`src/rtl/stream_mux_rr.sv`:
```
// rtl/stream_mux_rr.sv - N-to-1 valid/ready stream mux, fixed-select or round-robin, one output register.
// Optional packet lock (Mode=1 holds the grant until InLast) under `STREAM_MUX_PKT_LOCK_EN.
module stream_mux_rr #(
   parameter  int W  = 32,
   parameter  int N  = 4,
   localparam int SW = $clog2(N)
) (
   input  logic           Clk,
   input  logic           Reset,
   input  logic [N*W-1:0] In,
   input  logic [N-1:0]   InValid,
   output logic [N-1:0]   InReady,
   input  logic [SW-1:0]  Sel,
   input  logic           Mode,
`ifdef STREAM_MUX_PKT_LOCK_EN
   input  logic [N-1:0]   InLast,
   output logic           OutLast,
`endif
   output logic [W-1:0]   Out,
   output logic           OutValid,
   input  logic           OutReady,
   output logic [SW-1:0]  OutSrc
);

   logic          load;
   logic          gnt_valid;
   logic [SW-1:0] gnt;
   logic [SW-1:0] last;
   logic [W-1:0]  gnt_data;
`ifdef STREAM_MUX_PKT_LOCK_EN
   logic          locked;
   logic [SW-1:0] lock_ch;
`endif

   assign load = !OutValid || OutReady;

   always_comb begin
      gnt_valid = 1'b0;
      gnt       = '0;
      if (!Mode) begin
         // Sel values at or beyond N match no channel, so nothing is granted.
         for (int i = 0; i < N; i++) begin
            if (Sel == SW'(i) && InValid[i]) begin
               gnt_valid = 1'b1;
               gnt       = SW'(i);
            end
         end
      end
`ifdef STREAM_MUX_PKT_LOCK_EN
      else if (locked) begin
         gnt_valid = InValid[lock_ch];
         gnt       = lock_ch;
      end
`endif
      else begin
         // Scan farthest-first so the channel nearest after Last wins.
         for (int k = N; k >= 1; k--) begin
            if (InValid[(int'(last) + k) % N]) begin
               gnt_valid = 1'b1;
               gnt       = SW'((int'(last) + k) % N);
            end
         end
      end
   end

   always_comb begin
      gnt_data = '0;
      for (int i = 0; i < N; i++) begin
         if (gnt == SW'(i)) gnt_data = In[i*W +: W];
      end
   end

   always_comb begin
      InReady = '0;
      if (!Reset && load && gnt_valid) InReady[gnt] = 1'b1;
   end

   always_ff @(posedge Clk or posedge Reset) begin
      if (Reset) begin
         Out      <= '0;
         OutValid <= 1'b0;
         OutSrc   <= '0;
         last     <= SW'(N - 1);
`ifdef STREAM_MUX_PKT_LOCK_EN
         OutLast  <= 1'b0;
         locked   <= 1'b0;
         lock_ch  <= '0;
`endif
      end else if (load) begin
         OutValid <= gnt_valid;
         if (gnt_valid) begin
            Out    <= gnt_data;
            OutSrc <= gnt;
`ifdef STREAM_MUX_PKT_LOCK_EN
            OutLast <= InLast[gnt];
`endif
            if (Mode) begin
               last <= gnt;
`ifdef STREAM_MUX_PKT_LOCK_EN
               locked  <= !InLast[gnt];
               lock_ch <= gnt;
`endif
            end
         end
      end
   end

endmodule
```
`config.mk`:
```
export PLATFORM = sky130hd
export DESIGN_NAME = stream_mux_rr
export DESIGN_NICKNAME = d
export VERILOG_FILES = /design/src/rtl/stream_mux_rr.sv
export SDC_FILE = /design/constraint.sdc
export NUM_CORES = 1
export LEC_CHECK = 0
export ABC_AREA = 1
export CAP_MARGIN = 20
export CORE_UTILIZATION = 35
export CTS_BUF_LIST = sky130_fd_sc_hd__clkbuf_16
export DETAILED_ROUTE_END_ITERATION = 8
export GPL_ROUTABILITY_DRIVEN = 0
export PLACE_DENSITY = 0.78
export SLEW_MARGIN = 40
export SYNTH_ARGS = -nofsm -noshare
export SYNTH_HDL_FRONTEND = slang
export SYNTH_SLANG_ARGS = --single-unit
```
`constraint.sdc`:
```
create_clock -name Clk -period 2.1 [get_ports Clk]
set_clock_uncertainty 0.1 [all_clocks]
set_input_delay 0.315 -clock Clk [delete_from_list [all_inputs] [get_ports Clk]]
set_output_delay 0.315 -clock Clk [all_outputs]
set_load 0.02 [all_outputs]
```
# ---- Yosys cells after proc, flatten, opt, wreduce, memory -nomap -nowiden
# Index checks and enable logic that the tools add are counted.
dict set report op_classes {
  addsub 4
  n_lt_le_gt_ge 6
  n_eq_ne 6
  n_mux 36
  bitwise_logic 4
  n_reduce_logical 18
}
# op n
set ops {}
lappend ops {{$mux W32} 4}
lappend ops {{$mux W1} 19}
lappend ops {{$lt A3 B4 Y1 const B} 4}
lappend ops {{$mux W2} 7}
lappend ops {{$bmux W1 S2} 4}
lappend ops {{$eq A2 B2 Y1 const B} 4}
lappend ops {{$reduce_or A2 Y1} 4}
lappend ops {{$logic_and A1 B1 Y1} 7}
lappend ops {{$add A2 B1 Y2 const B} 2}
lappend ops {{$add A2 B2 Y2 const B} 2}
lappend ops {{$and A1 B1 Y1 const A} 4}
lappend ops {{$eq A2 B1 Y1 const B} 2}
lappend ops {{$logic_not A2 Y1} 2}
lappend ops {{$mux W4} 1}
lappend ops {{$lt A2 B3 Y1 const B} 1}
lappend ops {{$reduce_and A3 Y1} 1}
lappend ops {{$demux W1 S2} 1}
lappend ops {{$ge A2 B1 Y1 const B} 1}
lappend ops {{$logic_not A1 Y1} 2}
lappend ops {{$reduce_and A2 Y1} 1}
lappend ops {{$logic_or A1 B1 Y1} 1}
dict set report totals {
  regBits 37
  output_inout_bits 39
}

# ---- Depth between registers and ports, before layout
# Gate-level depths: netlist of run 1.
dict set report logic_depth {
  word_depth 16
  depth_mapped 19
  ltp_nobuf 16
}

# ---- Worst setup path after synthesis of run 1
# No wires, ideal clock.
dict set report synth_timing {
  path_type {register to output}
  from {register last[0]}
  to {output port InReady[2]}
  arrival_time_ps 2092
  required_ps 1685
  slack_ps -407
  path_stages_with_launch 15
  cell_sequence {dfstp_2 buf_4 inv_4 nand2_1 nand2_1 nand2_1 nand2_1 nand2_1 nand2_1 nand2_1 nand2_1 nand2_1 clkinv_1 clkbuf_1 nor3_1}
}
dict set report synth_via {
  elab_chain_cells 14
  elab_cells_between_ends 33
  cone_classes {add/sub: 4; order compare: 2; mux: 25; reduce/logical: 2}
}
# element line_no
set synth_lines {}
lappend synth_lines {{from (decl)} 28} ;# logic [SW-1:0] last;
lappend synth_lines {{from (signal assigned)} 83} ;# last <= SW'(N - 1);
lappend synth_lines {{from (signal assigned)} 98} ;# last <= gnt;
lappend synth_lines {{$add A2 B1 Y2} {58, 60}}
lappend synth_lines {{$bmux W1 S2} 58} ;# if (InValid[(int'(last) + k) % N]) begin
lappend synth_lines {{$mux W1 (not written as such) (2 in series)} 58}
lappend synth_lines {{$mux W2 (4 in series)} 58}
lappend synth_lines {{$mux W2} 40} ;# if (!Mode) begin
lappend synth_lines {{$lt A2 B3 Y1 (not written as such) or $ge A2 B1 Y1 (tied branches)} 75} ;# if (!Reset && load && gnt_valid) InReady[gnt] = 1'b1;
lappend synth_lines {{$logic_and A1 B1 Y1 (not written as such)} 75}
lappend synth_lines {{$mux W1 (not written as such)} 75}
lappend synth_lines {{$demux W1 S2} 75}
lappend synth_lines {{$mux W4 (*)} 75}
lappend synth_lines {{to (decl)} 12} ;# output logic [N-1:0] InReady,
# Every way passes the cells marked *; elsewhere a longest branch is shown, timed or not. The select of a mux whose other input is x is not followed.

# ---- Final worst setup path of run 1
dict set report layout_timing {
  from {register last[0]}
  to {register Out[24]}
}
dict set report layout_via {
  elab_chain_cells 14
  elab_cells_between_ends 35
  cone_classes {add/sub: 4; eq/ne: 3; mux: 26; reduce/logical: 2}
}
# element line_no
set layout_lines {}
lappend layout_lines {{$add A2 B1 Y2} {58, 60}}
lappend layout_lines {{$bmux W1 S2} 58}
lappend layout_lines {{$mux W1 (not written as such) (2 in series)} 58}
lappend layout_lines {{$mux W2 (4 in series)} 58}
lappend layout_lines {{$mux W2} 40}
lappend layout_lines {{$logic_not A2 Y1} 69} ;# if (gnt == SW'(i)) gnt_data = In[i*W +: W];
lappend layout_lines {{$mux W32 (4 in series)} 69}
lappend layout_lines {{to (signal assigned)} 92} ;# Out <= gnt_data;
lappend layout_lines {{to (decl)} 19} ;# output logic [W-1:0] Out,
# Parallel ways exist; a longest one is shown, timed or not. The select of a mux whose other input is x is not followed.
# A chain may end at the register's enable or synchronous reset.

==> impl_metrics.toml, run 1 <==
[synth]
ys_seq_elements = 37
synth-edff-count = 0
yosysSeqAreaShare_pct = 30.8
synth_area_per_cell_um2 = 5.88
yosys_warnings = 0
synthArstFlopShare_pct = 100
ys_top_cells_by_area = "dfrtp_1 29%, nand2_1 27%, nand3_1 13%, nor2_1 8.6%, inv_1 5.7%"
ys.flop_type = "dfrtp_1"
syn_area_um2 = 3010
synth_fp_nets = 650
synth_top_area_share_pct = 29.1
yosysUniqueCellTypes = 25
synth_cells = 512
netlist.top_cell.by_area = "dfrtp_1"

[sta]
timing.final.ws_setup_ps = -664
max_freq_mhz = 362
hold_viol = 0
period_share_pct = 132
holdWs_ps = 379
relSlewSlack_pct = 67.2
slew_viol_final = 0
period_needed_ps = 2760
finalSetupViolations = 40
rsz0062_at_grt = "true"
tightest_slew_ps = 492

[global_route]
grt_overflow_total = 0
grt_pass1_vias = 4357
antenna_found_initial = 0
grt_max_degree = 38
grt_use_total_pct = 31.3
grt_pass1_wl_um = 21300

[power]
total_leakage_power_nw = 3.22
cellPowerDensity_nw_per_um2 = 1390
vdd_drop_max_mv = 0.776

[floorplanning]
die_area_um2 = 8980
ios = 177
fp-row-count = 33
fp.dieW_um = 94.8
initial_core_util_pct = 36.5
die_y_um = 94.8
core_um2 = 8260

[final_layout]
diodes = 0
drive_gt1_share_pct = 28.2
nets = 882
final_cell_mix = "172 x clkdlybuf4s50_1, 168 x nand2_1, 66 x nand3_1"
final_cell_area_um2 = 6500
final_common_cell = "clkdlybuf4s50_1"
synthToLayoutAreaGrowth_pct = 116

[worst_setup_path]
critPathKind = "flop to flop"
crit_required_ps = 2170
critPathCaptureType = "flop"
crit_fanout = 7
cp.arrival_ps = 2840
crit_path_start_kind = "flop"
timing.rr.start = "last[0]"
worst_r2r_endpoint = "Out[24]"
crit_path_start = "last[0]"
rrSetupSlack_ps = -660
r2r_cells = 20

[run_status]
status = "finished, violations left"
violations = "setup timing"

[place]
postPlaceCellArea_um2 = 5060
port_buffers = 176
hpwl_um = 8150

[cts]
clk_pin_slew_worst_paths_ps = 60
clockBufferDepth = 2
holdBufCountCts = 0
cts_tree = "yes"
cts_num_sinks = 37
cts_buffers = 5
clock_latency_ps = 280
htreeDepth = 2
cts_root_buffer = "clkbuf_16"

[route]
viasPerCell = 5.13
drcViolationCount = 0
vias = 4364
dr.first_iter.drc_count = 260
drtPass1Iterations = 5
antenna_left = 0
wl_per_cell_um = 17.6
wl_um = 14900

[job]
cap_violations = 0

[worst_hold_path]
holdPathEnd = "Out[30]"
hold_path_startpoint = "Out[30]"
worstHoldPathCells = 2
holdCritPathClass = "flop to flop"
-- sequential cells by signal (all words and copies together), names as in the netlist --
signal and flops:
Out 32, OutSrc 2, last 2, OutValid 1
-- layer usage --
metal  vias to the layer above  part of all wire (%)  GRT usage [%]
li1                       2046                     -              -
met1                      2033                    39           35.0
met2                       236                    49           55.8
met3                        49                   8.2           7.57
met4                         0                   3.8           14.0
met5                         -                     0              0
-- report_power, final --
| group | switching, mW | internal (mW) |
|---|---|---|
| combinational | 3.58 | 3.39 |
| sequential | 0.244 | 1.08 |
| clock | 0.312 | 0.436 |
-- critical path: stages (launching register included) --
cell      delay [ps]
dfstp_2          630
clkinv_4         150
nand2_2           90
nand2_2           90
nand2_4           90
nand2_2           60
inv_2             70
buf_6            110
nand2_2           60
nand2_2          100
nand3_4          100
nand2_4          110
buf_6            110
buf_12           120
nor2_4            40
buf_4            150
buf_16           130
nand2_1           60
nand3_1          100
nand2_1          100
nand2_1           60
-- cell usage after synthesis (2+ instances only) --
| cell | instances |
|---|---|
| buf_2 | 11 |
| buf_4 | 4 |
| buf_6 | 8 |
| clkbuf_1 | 4 |
| dfrtp_1 | 35 |
| dfstp_2 | 2 |
| inv_1 | 46 |
| inv_2 | 9 |
| nand2_1 | 218 |
| nand3_1 | 77 |
| nand3_4 | 2 |
| nand3b_1 | 7 |
| nor2_1 | 69 |
| nor3_1 | 4 |
| o21ai_0 | 6 |
-- stage by stage --
step	instances	util (%)	worst slack (ps)	power, mW	setup TNS [ps]
3_3_place_gp	795	61.2	-767	5.62	-21870
5_1_grt	850	78.8	-743	9.52	-25550
4_1_cts	836	74.6	-440	8.26	-13070
6_report	850	78.8	-664	9.03	-21470
2_1_floorplan	512	-	-98.3	4.04	-344
3_5_place_dp	795	61.2	-885	5.73	-25510
-- final cells by class --
cell class              count  area (µm²)
clock buffers               5         125
clock inverters             3        17.5
fillers                   535        1750
inverters                  57         239
multi-input cells         392        2130
flip-flops and latches     37         928
well taps                 105         131
repair buffers            251        2930
-- worst max path at each step --
stage	to	slack [ps]	cells past startpoint
floorplan	InReady[1]	-100	11
global placement	InReady[0]	-770	11
detailed placement	InReady[0]	-880	11
CTS	InReady[0]	-440	11
global route	Out[24]	-740	20
finish	Out[24]	-660	20
-- timing repair --
action                     CTS  global route
gates resized for setup    151            52
buffers inserted            18            14
pin swaps                   28            15
gates cloned                15             3
setup endpoints to repair   39            40
-- logic make-up (layout without fill, tap and decap cells) --
| family | count (synthesis) | after routing | synth area share (%) |
|---|---|---|---|
| AO/OA/AOI/OAI | 9 | 9 | 2.16 |
| AND/OR/NAND/NOR | 382 | 383 | 53.5 |
| flip-flops | 37 | 37 | 30.8 |
| buffers and inverters | 84 | 316 | 13.5 |
No activity file was read; power rests on OpenSTA's default activity.
==> inputs of run 2 (changes only) <==
--- a/config.mk
+++ b/config.mk
@@ -6,12 +6,14 @@
 export NUM_CORES = 1
 export LEC_CHECK = 0
 export ABC_AREA = 1
+export ABC_CLOCK_PERIOD_IN_PS = 2100
 export CAP_MARGIN = 20
-export CORE_UTILIZATION = 35
-export CTS_BUF_LIST = sky130_fd_sc_hd__clkbuf_16
+export CORE_UTILIZATION = 36
+export CTS_BUF_LIST = sky130_fd_sc_hd__clkbuf_4
+export CTS_CLUSTER_SIZE = 10
 export DETAILED_ROUTE_END_ITERATION = 8
 export GPL_ROUTABILITY_DRIVEN = 0
-export PLACE_DENSITY = 0.78
+export PLACE_DENSITY = 0.8
 export SLEW_MARGIN = 40
 export SYNTH_ARGS = -nofsm -noshare
 export SYNTH_HDL_FRONTEND = slang
==> run 2 against run 1 <==
Critical path depth decreased by 7. Via count fell by 6.8%. Utilization decreased by 6.6 points. Largest cell class unchanged. Die area down 2.7%. The run still ends with setup timing left. Critical endpoint is now InReady[3].
==> impl_metrics.toml, run 2 (synthesized netlist as in run 1, its figures left out) <==
[global_route]
grt_max_degree = 38
grt_use_total_pct = 27.7
grt_pass1_vias = 3950
grt_overflow_total = 0
antenna_found_initial = 0
grt_pass1_wl_um = 18800

[floorplanning]
fp.dieW_um = 93.5
fp-row-count = 32
core_um2 = 7930
die_y_um = 93.5
initial_core_util_pct = 38.0
die_area_um2 = 8740
ios = 177

[place]
postPlaceCellArea_um2 = 5040
port_buffers = 176
hpwl_um = 8100

[power]
netSwitchingFraction_pct = 47.6
p_int_mw = 3.83
cellPowerDensity_nw_per_um2 = 1280
p_total_mw = 7.31
vdd_drop_max_mv = 0.656
clkPwrFrac_pct = 7.0
comb_power_share_pct = 75.1
total_leakage_power_nw = 2.89
p_sw_mw = 3.48
seqPwrFrac_pct = 17.9

[final_layout]
final_cell_mix = "191 x nand2_1, 172 x clkdlybuf4s50_1, 74 x nand3_1"
largest_reg_flops = 32
drive_gt1_share_pct = 19.1
diodes = 0
final_common_cell = "nand2_1"
nets = 859
synthToLayoutAreaGrowth_pct = 89.9
regMostFlops = "Out"
top_regs = "Out x32, OutSrc x2, last x2"
fill_cells = 630
final_cell_area_um2 = 5720

[sta]
period_needed_ps = 2730
relSlewSlack_pct = 67.9
max_freq_mhz = 366
finalSetupViolations = 40
rsz0062_at_grt = "true"
period_share_pct = 130
tightest_slew_ps = 481
timing.final.ws_setup_ps = -629
hold_viol = 0
slew_viol_final = 0

[job]
cap_violations = 0

[cts]
cts_tree = "yes"
cts_num_sinks = 37
holdBufCountCts = 0
htreeDepth = 2
clockBufferDepth = 2
cts_root_buffer = "clkbuf_4"
clk_pin_slew_worst_paths_ps = 110
clock_latency_ps = 340
cts_buffers = 5

[run_status]
status = "finished, violations left"
violations = "setup timing"

[worst_setup_path]
critPathCaptureType = "output pin"
critPathKind = "flop to output pin"
crit_required_ps = 1680
rrSetupSlack_ps = -480
cp.arrival_ps = 2310
crit_path_start_kind = "flop"
crit_fanout = 7

[route]
wl_per_cell_um = 15.1
vias = 4067
dr.first_iter.drc_count = 223
antenna_left = 0
drtPass1Iterations = 4
viasPerCell = 4.94
drcViolationCount = 0
wl_um = 12500

[worst_hold_path]
holdCritPathClass = "flop to flop"
run 2: changes by cell type in the layout (fill, tap and decap cells not counted), sizes merged:
cell and delta:
buf -22, bufbuf -1, bufinv +1, clkbuf +1
clkinvlp -1, inv -1
run 2: area by class of cell:
| cell class | count | area (µm²) | share of cell area [%] |
|---|---|---|---|
| Multi-Input combinational cell | 392 | 1920 | 33.6 |
| Tap cell | 102 | 128 | 2.23 |
| Clock buffer | 6 | 45.0 | 0.787 |
| Clock inverter | 2 | 35.0 | 0.612 |
| Sequential cell | 37 | 928 | 16.2 |
| Inverter | 57 | 241 | 4.22 |
| Timing Repair Buffer | 228 | 2420 | 42.3 |
run 2: final timing paths:
path,start,to,depth (start not counted)
setup / recovery,last[0],InReady[3],13
hold / removal,Out[2],Out[2],2
setup reg to reg,last[0],Out[29],17
hold reg to reg,Out[2],Out[2],2
max in group asynchronous,Reset,last[0],3
min in group asynchronous,Reset,Out[24],3
run 2: per-stage QoR:
step	setup WS (ps)	hold slack (ps)	util [%]	cells	TNS, ps
after detailed placement	-915	365	63.6	792	-26390
after global placement	-755	361	63.6	792	-21130
after CTS	-521	395	69.5	818	-12580
final	-629	391	72.2	824	-17350
after global routing	-728	422	72.2	824	-22030
after floorplan	-98.3	182	-	512	-344
run 2: routing by layer:
metal | GRT usage (%) | share of wire [%] | vias up
met3 | 6.02 | 7.6 | 25
met2 | 53.4 | 51 | 198
met5 | 0 | 0 | -
li1 | - | - | 1985
met1 | 30.2 | 40 | 1859
met4 | 7.44 | 1.7 | 0
run 2: what timing repair did:
action / 4_1_cts / 5_1_grt
gates resized for setup: 73 / 29
endpoints found under the setup margin: 39 / 40
buffers inserted: 14 / 4
pin swaps: 15 / 13
cloned: 5 / 3
run 2: worst max-delay path, cell delays in order (launching register included):
cell      delay (ps)
dfstp_2          650
clkinv_4         140
nand2_1          100
nand2_2           70
nand2_2          100
nand2_2           60
inv_2             80
buf_4            120
nand3_4           90
nand3_4          120
buf_6            120
nand3_4           90
nor2_4           100
buf_6            120
run 2: power by group through the flow:
| stage | combinational [mW] | sequential [mW] | clock (mW) |
|---|---|---|---|
| after floorplan | 2.38 | 1.66 | 0 |
| after global placement | 4.27 | 1.29 | 0 |
| after detailed placement | 4.37 | 1.31 | 0 |
| after CTS | 5.04 | 1.31 | 0.519 |
| after global routing | 5.95 | 1.36 | 0.548 |
| final | 5.49 | 1.31 | 0.510 |
